<file path="src/rtl/icache_direct_if.sv">
// Fetch-side bus of the instruction cache: the datapath request/response
// pair and the memory-controller read handshake.
interface icache_direct_if #(
  parameter int WORD_W = 32
);
  // datapath side
  logic              imemREN;
  logic [WORD_W-1:0] imemaddr;
  logic              ihit;
  logic [WORD_W-1:0] imemload;
  // memory controller side
  logic              iREN;
  logic [WORD_W-1:0] iaddr;
  logic              iwait;
  logic [WORD_W-1:0] iload;

  // cache end of the bus
  modport slave (
    input  imemREN, imemaddr, iwait, iload,
    output ihit, imemload, iREN, iaddr
  );

  // surrounding system end of the bus (datapath + controller)
  modport master (
    output imemREN, imemaddr, iwait, iload,
    input  ihit, imemload, iREN, iaddr
  );
endinterface

</file>
<file path="src/rtl/icache_direct.sv">
// Direct-mapped, read-only instruction cache with one-word blocks.
// Hits are answered combinationally in IDLE; a miss fetches one word from
// the controller in FETCH and fills the frame, after which IDLE re-evaluates.
module icache_direct #(
  parameter  int SETS   = 16,
  parameter  int WORD_W = 32,
  localparam int IDX_W  = $clog2(SETS)
) (
  input  logic        CLK,
  input  logic        nRST,
  icache_direct_if.slave bus,
  output logic [31:0] hit_count,
  output logic [31:0] miss_count
);

  localparam int TAG_W = WORD_W - IDX_W - 2;

  typedef enum logic {
    IDLE  = 1'b0,
    FETCH = 1'b1
  } state_t;

  state_t            state, state_n;
  logic [WORD_W-1:0] miss_addr;

  logic [SETS-1:0]   valid;
  logic [TAG_W-1:0]  tag_store  [SETS];
  logic [WORD_W-1:0] data_store [SETS];

  logic [IDX_W-1:0]  req_idx;
  logic [TAG_W-1:0]  req_tag;
  logic [IDX_W-1:0]  fill_idx;
  logic [TAG_W-1:0]  fill_tag;
  logic              lookup_hit;
  logic              miss_start;
  logic              fill_en;

  assign req_idx  = bus.imemaddr[IDX_W+1:2];
  assign req_tag  = bus.imemaddr[WORD_W-1:IDX_W+2];
  assign fill_idx = miss_addr[IDX_W+1:2];
  assign fill_tag = miss_addr[WORD_W-1:IDX_W+2];

  assign lookup_hit = bus.imemREN && valid[req_idx] && (tag_store[req_idx] == req_tag);
  // The fill only lands on a completed transfer; iwait outside FETCH is ignored.
  assign fill_en    = (state == FETCH) && !bus.iwait;

  // Next-state and output decode; ihit is forced low in FETCH so fill and lookup never overlap.
  always_comb begin
    state_n      = state;
    bus.ihit     = 1'b0;
    bus.imemload = '0;
    bus.iREN     = 1'b0;
    bus.iaddr    = '0;
    miss_start   = 1'b0;
    case (state)
      IDLE: begin
        if (lookup_hit) begin
          bus.ihit     = 1'b1;
          bus.imemload = data_store[req_idx];
        end else if (bus.imemREN) begin
          miss_start = 1'b1;
          state_n    = FETCH;
        end
      end
      FETCH: begin
        bus.iREN  = 1'b1;
        bus.iaddr = miss_addr;
        if (!bus.iwait) begin
          state_n = IDLE;
        end
      end
      default: state_n = IDLE;
    endcase
  end

  // Control state: FSM, latched miss address, frame valid bits and counters.
  always_ff @(posedge CLK or negedge nRST) begin
    if (!nRST) begin
      state      <= IDLE;
      miss_addr  <= '0;
      valid      <= '0;
      hit_count  <= '0;
      miss_count <= '0;
    end else begin
      state <= state_n;
      if (miss_start) begin
        miss_addr  <= {bus.imemaddr[WORD_W-1:2], 2'b00};
        miss_count <= miss_count + 32'd1;
      end
      if (bus.ihit) begin
        hit_count <= hit_count + 32'd1;
      end
      if (fill_en) begin
        valid[fill_idx] <= 1'b1;
      end
    end
  end

  // Tag and data arrays carry no reset; the valid bits alone qualify them.
  always_ff @(posedge CLK) begin
    if (fill_en) begin
      tag_store[fill_idx]  <= fill_tag;
      data_store[fill_idx] <= bus.iload;
    end
  end

endmodule
</file>
<file path="src/flat_wrapper.sv">
// flat-port wrapper written by rule: the top's interface ports become plain ports
module icache_direct_flat 
#(
  parameter  int SETS   = 16,
  parameter  int WORD_W = 32,
  localparam int IDX_W  = $clog2(SETS)
)
  (CLK, nRST, hit_count, miss_count, bus_imemREN, bus_imemaddr, bus_iwait, bus_iload, bus_ihit, bus_imemload, bus_iREN, bus_iaddr);
  icache_direct_if #(.WORD_W(WORD_W)) bus_i ();
  input  logic CLK;
  input  logic nRST;
  output logic [31:0] hit_count;
  output logic [31:0] miss_count;
  input wire logic [$bits(bus_i.imemREN)-1:0] bus_imemREN;
  input wire logic [$bits(bus_i.imemaddr)-1:0] bus_imemaddr;
  input wire logic [$bits(bus_i.iwait)-1:0] bus_iwait;
  input wire logic [$bits(bus_i.iload)-1:0] bus_iload;
  output wire logic [$bits(bus_i.ihit)-1:0] bus_ihit;
  output wire logic [$bits(bus_i.imemload)-1:0] bus_imemload;
  output wire logic [$bits(bus_i.iREN)-1:0] bus_iREN;
  output wire logic [$bits(bus_i.iaddr)-1:0] bus_iaddr;
  assign bus_i.imemREN = bus_imemREN;
  assign bus_i.imemaddr = bus_imemaddr;
  assign bus_i.iwait = bus_iwait;
  assign bus_i.iload = bus_iload;
  assign bus_ihit = bus_i.ihit;
  assign bus_imemload = bus_i.imemload;
  assign bus_iREN = bus_i.iREN;
  assign bus_iaddr = bus_i.iaddr;
  icache_direct #(.SETS(SETS), .WORD_W(WORD_W)) u_core (.CLK(CLK), .nRST(nRST), .bus(bus_i), .hit_count(hit_count), .miss_count(miss_count));
endmodule
</file>
<file path="config.mk">
export PLATFORM = sky130hd
export DESIGN_NAME = icache_direct_flat
export DESIGN_NICKNAME = d
export VERILOG_FILES = /design/src/rtl/icache_direct_if.sv /design/src/rtl/icache_direct.sv /design/src/flat_wrapper.sv
export SDC_FILE = /design/constraint.sdc
export NUM_CORES = 1
export LEC_CHECK = 0
export BUFFER_PORTS_ARGS = -buffer_cell sky130_fd_sc_hd__buf_2
export CAP_MARGIN = 40
export CORE_UTILIZATION = 33
export DETAILED_ROUTE_END_ITERATION = 10
export GPL_TIMING_DRIVEN = 0
export PLACE_DENSITY = 0.53
export SLEW_MARGIN = 20
export SYNTH_ARGS = -nofsm -noshare
export SYNTH_HDL_FRONTEND = slang
export SYNTH_SLANG_ARGS = --single-unit
</file>
<file path="constraint.sdc">
create_clock -name CLK -period 11.2 [get_ports CLK]
set_input_delay 0.56 -clock CLK [delete_from_list [all_inputs] [get_ports CLK]]
set_output_delay 0.56 -clock CLK [all_outputs]
set_load 0.02 [all_outputs]
</file>
==> qor.csv, run 1 <==
stage;metric;value;unit
critical_path;worst-path-buf-inv;7;
synth;synthAdderAreaFrac;0.0616;%
timing;worst_hold_slack;124;ps
power_and_ir_drop;p_sw;2.05;mW
place;io_buffers;190;
grt;grt_max_degree;66;
drt;drc;0;
synth;synth_cells;1894;
clock_network;root_buffer;clkbuf_16;
grt;grt_pass1_wl;161000;um
timing;fmax;166;MHz
power_and_ir_drop;pwr-share-comb;7.9;%
synth;synth_mux_area_share;16.7;%
timing;finalMaxSlewViolations;0;
critical_path;startpoint_type;input pin;
synth;yosys_warnings;0;
finish;fin_nets;2385;
grt;first_global_vias;21800;
run;cap_violations;0;
clock_network;clock-sinks;1039;
timing;period_needed;6040;ps
timing;period_share;53.9;%
finish;final_cells;4036;
drt;drt-initial-drc-count;2030;
drt;drtAntennaViolNets;0;
timing;finalSetupViolCount;0;
critical_path;path_cells;buf_2, buf_2, buf_2, buf_2, mux4_2, a22oi_1, a21o_1, nand3_1, nor4_2, nand4_1, buf_2, clkbuf_2, nor2b_1, buf_2;
drt;drt-total-wl;113000;um
timing;hold_violations;0;
synth;syn_area;40600;um2
drt;vias;20600;
power_and_ir_drop;powerDensity;182;nW/um2
synth;synth_top_family_by_area;multiplexers;
drt;drt-pass1-iter-count;7;
floorplan;rows;128;
synth;synth_edf_count;928;
clock_network;h-tree-depth;3;
drt;routedWlPerCell;28.0;um
critical_path;critPathArrivalTime;5480;ps
drt;routed_via_density;5.12;
floorplan;ios;198;
clock_network;clk_latency;690;ps
critical_path;critPathMaxStageDelay;560;ps
timing;relSlewSlack;44.7;%
critical_path;rrSetupSlack;7080;ps
place;place_ws;5090;ps
critical_path;crit_required;10640;ps
synth;synth_xor_area_share;2.00;%
power_and_ir_drop;irDropWorstVdd;0.127;mV
grt;overflow;0;
clock_network;cts_tree;done;
clock_network;post_cts_buffers;0;
floorplan;coreArea;122000;um2
timing;clock_skew;22.3;ps
synth;synthSimpleGateAreaFrac;3.65;%
clock_network;cts_buffers;110;
place;dp_hpwl;76600;um
power_and_ir_drop;power.total;8.95;mW
grt;gr-usage-all-layers;18.2;%
synth;async_reset_ff_share;10.7;%
synth;synth-seq-cells;1039;
critical_path;cp_num_cells;14;
floorplan;die_area;125000;um2
synth;synth-compound-area-share;0.871;%
critical_path;critPathTopFamily;buffers and inverters;
power_and_ir_drop;p_int;6.90;mW
floorplan;initial_core_util;33.3;%
timing;worst_pin_slew;830;ps
synth;synthFlopType;edfxtp_1;
timing;layout_setup_ws;5160;ps
synth;syn_avg_cell_area;21.5;um2
critical_path;crit_path_end;bus_imemload[1];
power_and_ir_drop;seq_power_share;51.5;%
critical_path;rr_endpoint;u_core.hit_count[15]$_DFFE_PN0P_;
power_and_ir_drop;swShare;22.9;%
place;place.gp.congestion;0.783;
critical_path;slowest_stage;buf_2;
critical_path;crit_top_cell;buf_2;
power_and_ir_drop;p_leak;16.8;nW
clock_network;cts_resized;0;
timing;rsz0062_at_grt;no;
clock_network;cts_buffer_depth;3;
power_and_ir_drop;clock_power_share;40.6;%
critical_path;end_kind;primary output;
synth;ys_types;52;
floorplan;die_y;353;um
status;status;complete, no violations;
critical_path;worstSetupPathType;input pin to primary output;
grt;antenna_found_initial;17;
critical_path;regToRegStartpoint;u_core.tag_store[5][18]$_DFFE_PP_;
critical_path;crit_start;bus_imemaddr[4];
critical_path;r2r_cells;11;
finish;area_growth;21.0;%
critical_path;worstPathMaxFanout;10;
clock_network;clkSlewWorstSetupHoldPaths;60;ps
finish;drive_gt1_share;35.4;%
synth;ys_seq_area_share;75.4;%
worst_hold_path;hold_path_class;input pin to flop;
floorplan;die_x;353;um
place;post-place-cells;3826;
[stage by stage]
stage / utilization, % / setup TNS (ps) / cell area [um2]
after floorplan: - / 0 / 40600
after global placement: 35.7 / -245890 / 43600
after detailed placement: 37.3 / 0 / 45600
after CTS: 40.3 / 0 / 49200
after global routing: 40.3 / 0 / 49200
final: 40.3 / 0 / 49200
[worst reg2reg max path: stages, from the launching register on]
cell	delay, ps
edfxtp_1	370
mux4_2	490
xnor2_1	220
nand4b_1	140
a2111oi_0	600
a31oi_1	180
nor4_2	450
nand4_1	280
buf_2	400
clkbuf_2	470
nor2_1	280
xor2_1	170
[worst min-delay path by stage]
| stage | from | endpoint | cells after the start |
|---|---|---|---|
| after floorplan | nRST | u_core.hit_count[0]$_DFFE_PN0P_ | 0 |
| after global placement | u_core.valid[10]$_DFFE_PN0P_ | u_core.valid[10]$_DFFE_PN0P_ | 1 |
| after detailed placement | u_core.valid[1]$_DFFE_PN0P_ | u_core.valid[1]$_DFFE_PN0P_ | 1 |
| after CTS | bus_iwait | u_core.state$_DFF_PN0_ | 2 |
| after global routing | bus_imemaddr[27] | u_core.miss_addr[27]$_DFFE_PN0P_ | 2 |
| final | bus_iwait | u_core.state$_DFF_PN0_ | 2 |
[layer usage]
metal	vias up	wire (um)	track usage [%]
met1	11100	46400	23.6
li1	8623	-	-
met3	177	7040	3.95
met2	708	56900	30.9
met4	18	2520	4.54
met5	-	105	0
[cells by family (layout without fill, tap and decap cells)]
kind of cell	Yosys count	after routing
other cells	1	5
flops	1039	1039
compound gates	48	48
mux	342	342
xor+xnor	93	93
simple gates	263	263
fa+ha+maj	2	2
buf+inv	106	619
[power by group through the flow]
| stage | Clock, mW | Sequential [mW] | Combinational [mW] |
|---|---|---|---|
| 6_report | 3.63 | 4.61 | 0.708 |
| 5_1_grt | 3.84 | 4.63 | 0.756 |
| 4_1_cts | 3.70 | 4.61 | 0.727 |
| 3_5_place_dp | 0 | 4.69 | 0.724 |
| 3_3_place_gp | 0 | 4.69 | 0.654 |
| 2_1_floorplan | 0 | 4.65 | 0.393 |
[repair_timing]
| item | CTS | global route |
|---|---|---|
| hold buffers | 1 | 0 |
| hold endpoints to repair | 46 | 0 |
| setup endpoints to repair | 0 | 0 |
[cells in the final DEF (no fill, tap or decap), types with 39 or more instances in the layout]
| cell | netlist | final |
|---|---|---|
| xnor2_1 | 56 | 56 |
| mux4_2 | 258 | 258 |
| dfrtp_1 | 111 | 111 |
| buf_2 | 31 | 224 |
| clkbuf_16 | 0 | 114 |
| edfxtp_1 | 928 | 928 |
| nor2b_1 | 41 | 41 |
| mux2i_1 | 42 | 42 |
| clkbuf_1 | 40 | 65 |
| buf_4 | 9 | 45 |
| and2_1 | 39 | 39 |
[Yosys cell counts, types with 3 or more instances]
cell type | number | area, um2
nor2_1 | 29 | 109
buf_2 | 31 | 155
buf_6 | 5 | 56.3
nor2b_1 | 41 | 257
nor4_1 | 4 | 25.0
mux4_2 | 258 | 5810
xnor2_1 | 56 | 490
nand4_1 | 18 | 113
mux2_2 | 14 | 158
clkbuf_1 | 40 | 150
buf_4 | 9 | 67.6
nand2b_1 | 8 | 50.1
or2_2 | 18 | 113
edfxtp_1 | 928 | 27900
a22o_1 | 3 | 26.3
a22oi_1 | 10 | 75.1
mux2i_1 | 42 | 420
mux2_4 | 27 | 405
buf_1 | 14 | 52.6
inv_1 | 6 | 22.5
and3_1 | 17 | 106
xor2_1 | 37 | 324
and2_1 | 39 | 244
nor3_1 | 18 | 90.1
and4_1 | 7 | 61.3
nand2_1 | 30 | 113
a221oi_1 | 6 | 52.6
dfrtp_1 | 111 | 2780
o21ai_0 | 4 | 20.0
o22ai_1 | 8 | 50.1
nand3_1 | 26 | 130
[registers in the layout (all words and copies together) (netlist names)]
register,flops
u_core.data_store,512
u_core.tag_store,416
u_core.hit_count,32
u_core.miss_count,32
u_core.miss_addr,30
u_core.valid,16
u_core.state,1
[area by class of cell]
cell class              instances  area, um2
diodes                          3       7.51
plain buffers                  99        493
clock buffers                 146       2990
clock inverters                59        592
fillers                     10900      72800
inverters                       7       26.3
multi-input cells             750       9600
flip-flops and latches       1039      30600
well taps                    1625       2030
repair buffers                308       2800
Note: power is estimated with default switching activity, not from simulation.
==> run 2, diff against run 1 <==
==> constraint.sdc (replaced) <==
create_clock -name CLK -period 5.6 [get_ports CLK]
set_input_delay 0.28 -clock CLK [delete_from_list [all_inputs] [get_ports CLK]]
set_output_delay 0.28 -clock CLK [all_outputs]
set_load 0.02 [all_outputs]
==> qor.csv, run 2 (synthesis results as in run 1) <==
stage;metric;value;unit;change
critical_path;worstPathMaxFanout;10;;unchanged
floorplan;die_y;353;um;unchanged
drt;routed_via_density;5.10;;was 5.12
timing;relSlewSlack;44.5;%;was 44.7%
timing;layout_setup_ws;205;ps;was 5160 ps
drt;drtAntennaViolNets;0;;unchanged
clock_network;post_cts_buffers;0;;unchanged
grt;grt_util_met2;31.1;%;was 30.9%
finish;final_cells;4095;;was 4036
run;cap_violations;0;;unchanged
finish;drive_gt1_share;34.6;%;was 35.4%
place;dp_hpwl;76600;um;unchanged
clock_network;cts_buffer_depth;3;;unchanged
timing;period_share;96.3;%;
status;status;complete, no violations;;unchanged
clock_network;cts_buffers;110;;unchanged
timing;tns;0;ps;unchanged
drt;drt-pass1-iter-count;7;;unchanged
finish;area_growth;22.5;%;was 21.0%
finish;top_regs;u_core.data_store (512), u_core.tag_store (416);;unchanged
finish;fin_nets;2444;;was 2385
finish;fillers;10800;;was 10900
critical_path;end_kind;primary output;;unchanged
power_and_ir_drop;p_leak;17.1;nW;was 16.8 nW
finish;register_area;30600;um2;unchanged
power_and_ir_drop;swShare;22.9;%;about the same
critical_path;worstSetupPathType;input pin to primary output;;unchanged
critical_path;critPathArrivalTime;5110;ps;was 5480 ps
grt;antenna_found_initial;10;;was 17
floorplan;rows;128;;unchanged
critical_path;crit_required;5320;ps;was 10640 ps
timing;rsz0062_at_grt;no;;unchanged
timing;clock_skew;21.7;ps;was 22.3 ps
clock_network;clkSlewWorstSetupHoldPaths;60;ps;about the same
place;io_buffers;190;;unchanged
finish;regMostFlops;u_core.data_store;;unchanged
grt;gr-usage-all-layers;18.2;%;about the same
place;placed_cell_area;45600;um2;unchanged
power_and_ir_drop;pwr-share-comb;8.1;%;was 7.9%
power_and_ir_drop;seq_power_share;51.4;%;was 51.5%
place;place.gp.congestion;0.783;;unchanged
place;place_ws;52.4;ps;was 5090 ps
grt;grt_max_degree;66;;unchanged
clock_network;cts_tree;done;;unchanged
grt;grt_util_met1;23.9;%;was 23.6%
drt;drt-total-wl;113000;um;about the same
finish;largest_reg_flops;512;;unchanged
power_and_ir_drop;irDropWorstVdd;0.241;mV;was 0.127 mV
floorplan;die_x;353;um;unchanged
timing;period_needed;5390;ps;
clock_network;clk_latency;690;ps;about the same
finish;final_common_cell;edfxtp_1;;unchanged
place;post-place-cells;3826;;unchanged
drt;vias;20900;;was 20600
critical_path;slowest_stage;buf_2;;unchanged
power_and_ir_drop;clock_power_share;40.5;%;was 40.6%
drt;routedWlPerCell;27.7;um;was 28.0 um
timing;worst_pin_slew;833;ps;was 830 ps
grt;first_global_vias;22100;;was 21800
worst_hold_path;hold_path_class;input pin to asynchronous set/reset pin;;was input pin to flop
clock_network;h-tree-depth;3;;unchanged
grt;grtUsageMet3;3.58;%;was 3.95%
timing;finalSetupViolCount;0;;unchanged
clock_network;root_buffer;clkbuf_16;;unchanged
power_and_ir_drop;power.total;17.9;mW;was 8.95 mW
finish;final_area;49800;um2;was 49200 um2
timing;hold_violations;0;;unchanged
timing;finalMaxSlewViolations;0;;unchanged
critical_path;critPathMaxStageDelay;560;ps;about the same
grt;overflow;0;;unchanged
power_and_ir_drop;powerDensity;360;nW/um2;was 182 nW/um2
grt;top_usage_layer;met2;;unchanged
timing;fmax;185;MHz;
power_and_ir_drop;p_int;13.8;mW;was 6.90 mW
floorplan;initial_core_util;33.3;%;unchanged
grt;grt_pass1_wl;162000;um;was 161000 um
drt;drc;0;;unchanged
critical_path;crit_top_cell;buf_2;;unchanged
finish;multiInputGateArea;9600;um2;about the same
floorplan;coreArea;122000;um2;unchanged
critical_path;path_cells;buf_2, buf_2, buf_2, mux4_2, a221oi_2, xor2_1, nand4_1, nor4_2, nand4_1, buf_2, clkbuf_2, nor2b_1, buf_2;;was buf_2, buf_2, buf_2, buf_2, mux4_2, a22oi_1, a21o_1, nand3_1, nor4_2, nand4_1, buf_2, clkbuf_2, nor2b_1, buf_2
critical_path;startpoint_type;input pin;;unchanged
timing;worst_hold_slack;137;ps;was 124 ps
floorplan;die_area;125000;um2;unchanged
drt;drt-initial-drc-count;2118;;was 2030
finish;fin_util;40.8;%;was 40.3%
power_and_ir_drop;p_sw;4.11;mW;was 2.05 mW
clock_network;clock-sinks;1039;;unchanged
finish;final_cell_mix;edfxtp_1, mux4_2, buf_2;;unchanged
floorplan;ios;198;;unchanged
## run 2: cell count changes in the layout (fill, tap and decap cells not counted), sizes merged
| cell | before | now |
|---|---|---|
| buf | 366 | 364 |
| clkbuf | 186 | 188 |
| dlygate4sd3 | 1 | 60 |
## run 2: critical path, delay by kind of cell
kind | cells | cell delay [ps]
buffers and inverters | 6 | 2270
multiplexers | 1 | 410
AO/OA/AOI/OAI | 1 | 280
AND/OR/NAND/NOR | 4 | 1280
XOR/XNOR | 1 | 560
## run 2: what timing repair did
item / in CTS / in global routing
hold buffers: 60 / 0
hold endpoints to repair: 643 / 0
endpoints found under the setup margin: 0 / 4
gates resized for setup: 0 / 3
## run 2: cell type report
| cell class | instances | share of cell area [%] |
|---|---|---|
| diodes | 3 | 0.0151 |
| plain buffers | 99 | 1.00 |
| clock buffers | 146 | 6.01 |
| clock inverters | 59 | 1.19 |
| inverters | 7 | 0.0528 |
| multi-input cells | 750 | 19.3 |
| flip-flops and latches | 1039 | 61.6 |
| well taps | 1625 | 4.08 |
| repair buffers | 367 | 6.82 |
## run 2: power by group through the flow
| stage | clock (mW) | combinational (mW) | sequential (mW) |
|---|---|---|---|
| floorplan | 0 | 0.787 | 9.29 |
| global placement | 0 | 1.31 | 9.38 |
| detailed placement | 0 | 1.45 | 9.38 |
| CTS | 7.40 | 1.49 | 9.22 |
| global route | 7.69 | 1.55 | 9.26 |
| finish | 7.25 | 1.46 | 9.22 |
## run 2: path summary, 6_finish.rpt
| check | start | end | slack (ps) | depth (start not counted) |
|---|---|---|---|---|
| max | bus_imemaddr[4] | bus_imemload[1] | 210 | 13 |
| min | nRST | u_core.miss_addr[27]$_DFFE_PN0P_ | 140 | 2 |
| max reg2reg | u_core.tag_store[5][18]$_DFFE_PP_ | u_core.hit_count[15]$_DFFE_PN0P_ | 1480 | 11 |
| min reg2reg | u_core.valid[1]$_DFFE_PN0P_ | u_core.valid[1]$_DFFE_PN0P_ | 460 | 1 |
| max in group asynchronous | nRST | u_core.miss_count[6]$_DFFE_PN0P_ | 4730 | 3 |
| min in group CLK | bus_imemaddr[8] | u_core.miss_addr[8]$_DFFE_PN0P_ | 420 | 3 |
## run 2: routing by layer
metal	vias up	part of all wire, %
li1	8744	-
met2	728	50
met5	-	0.039
met4	8	2.1
met3	157	6.2
met1	11200	41
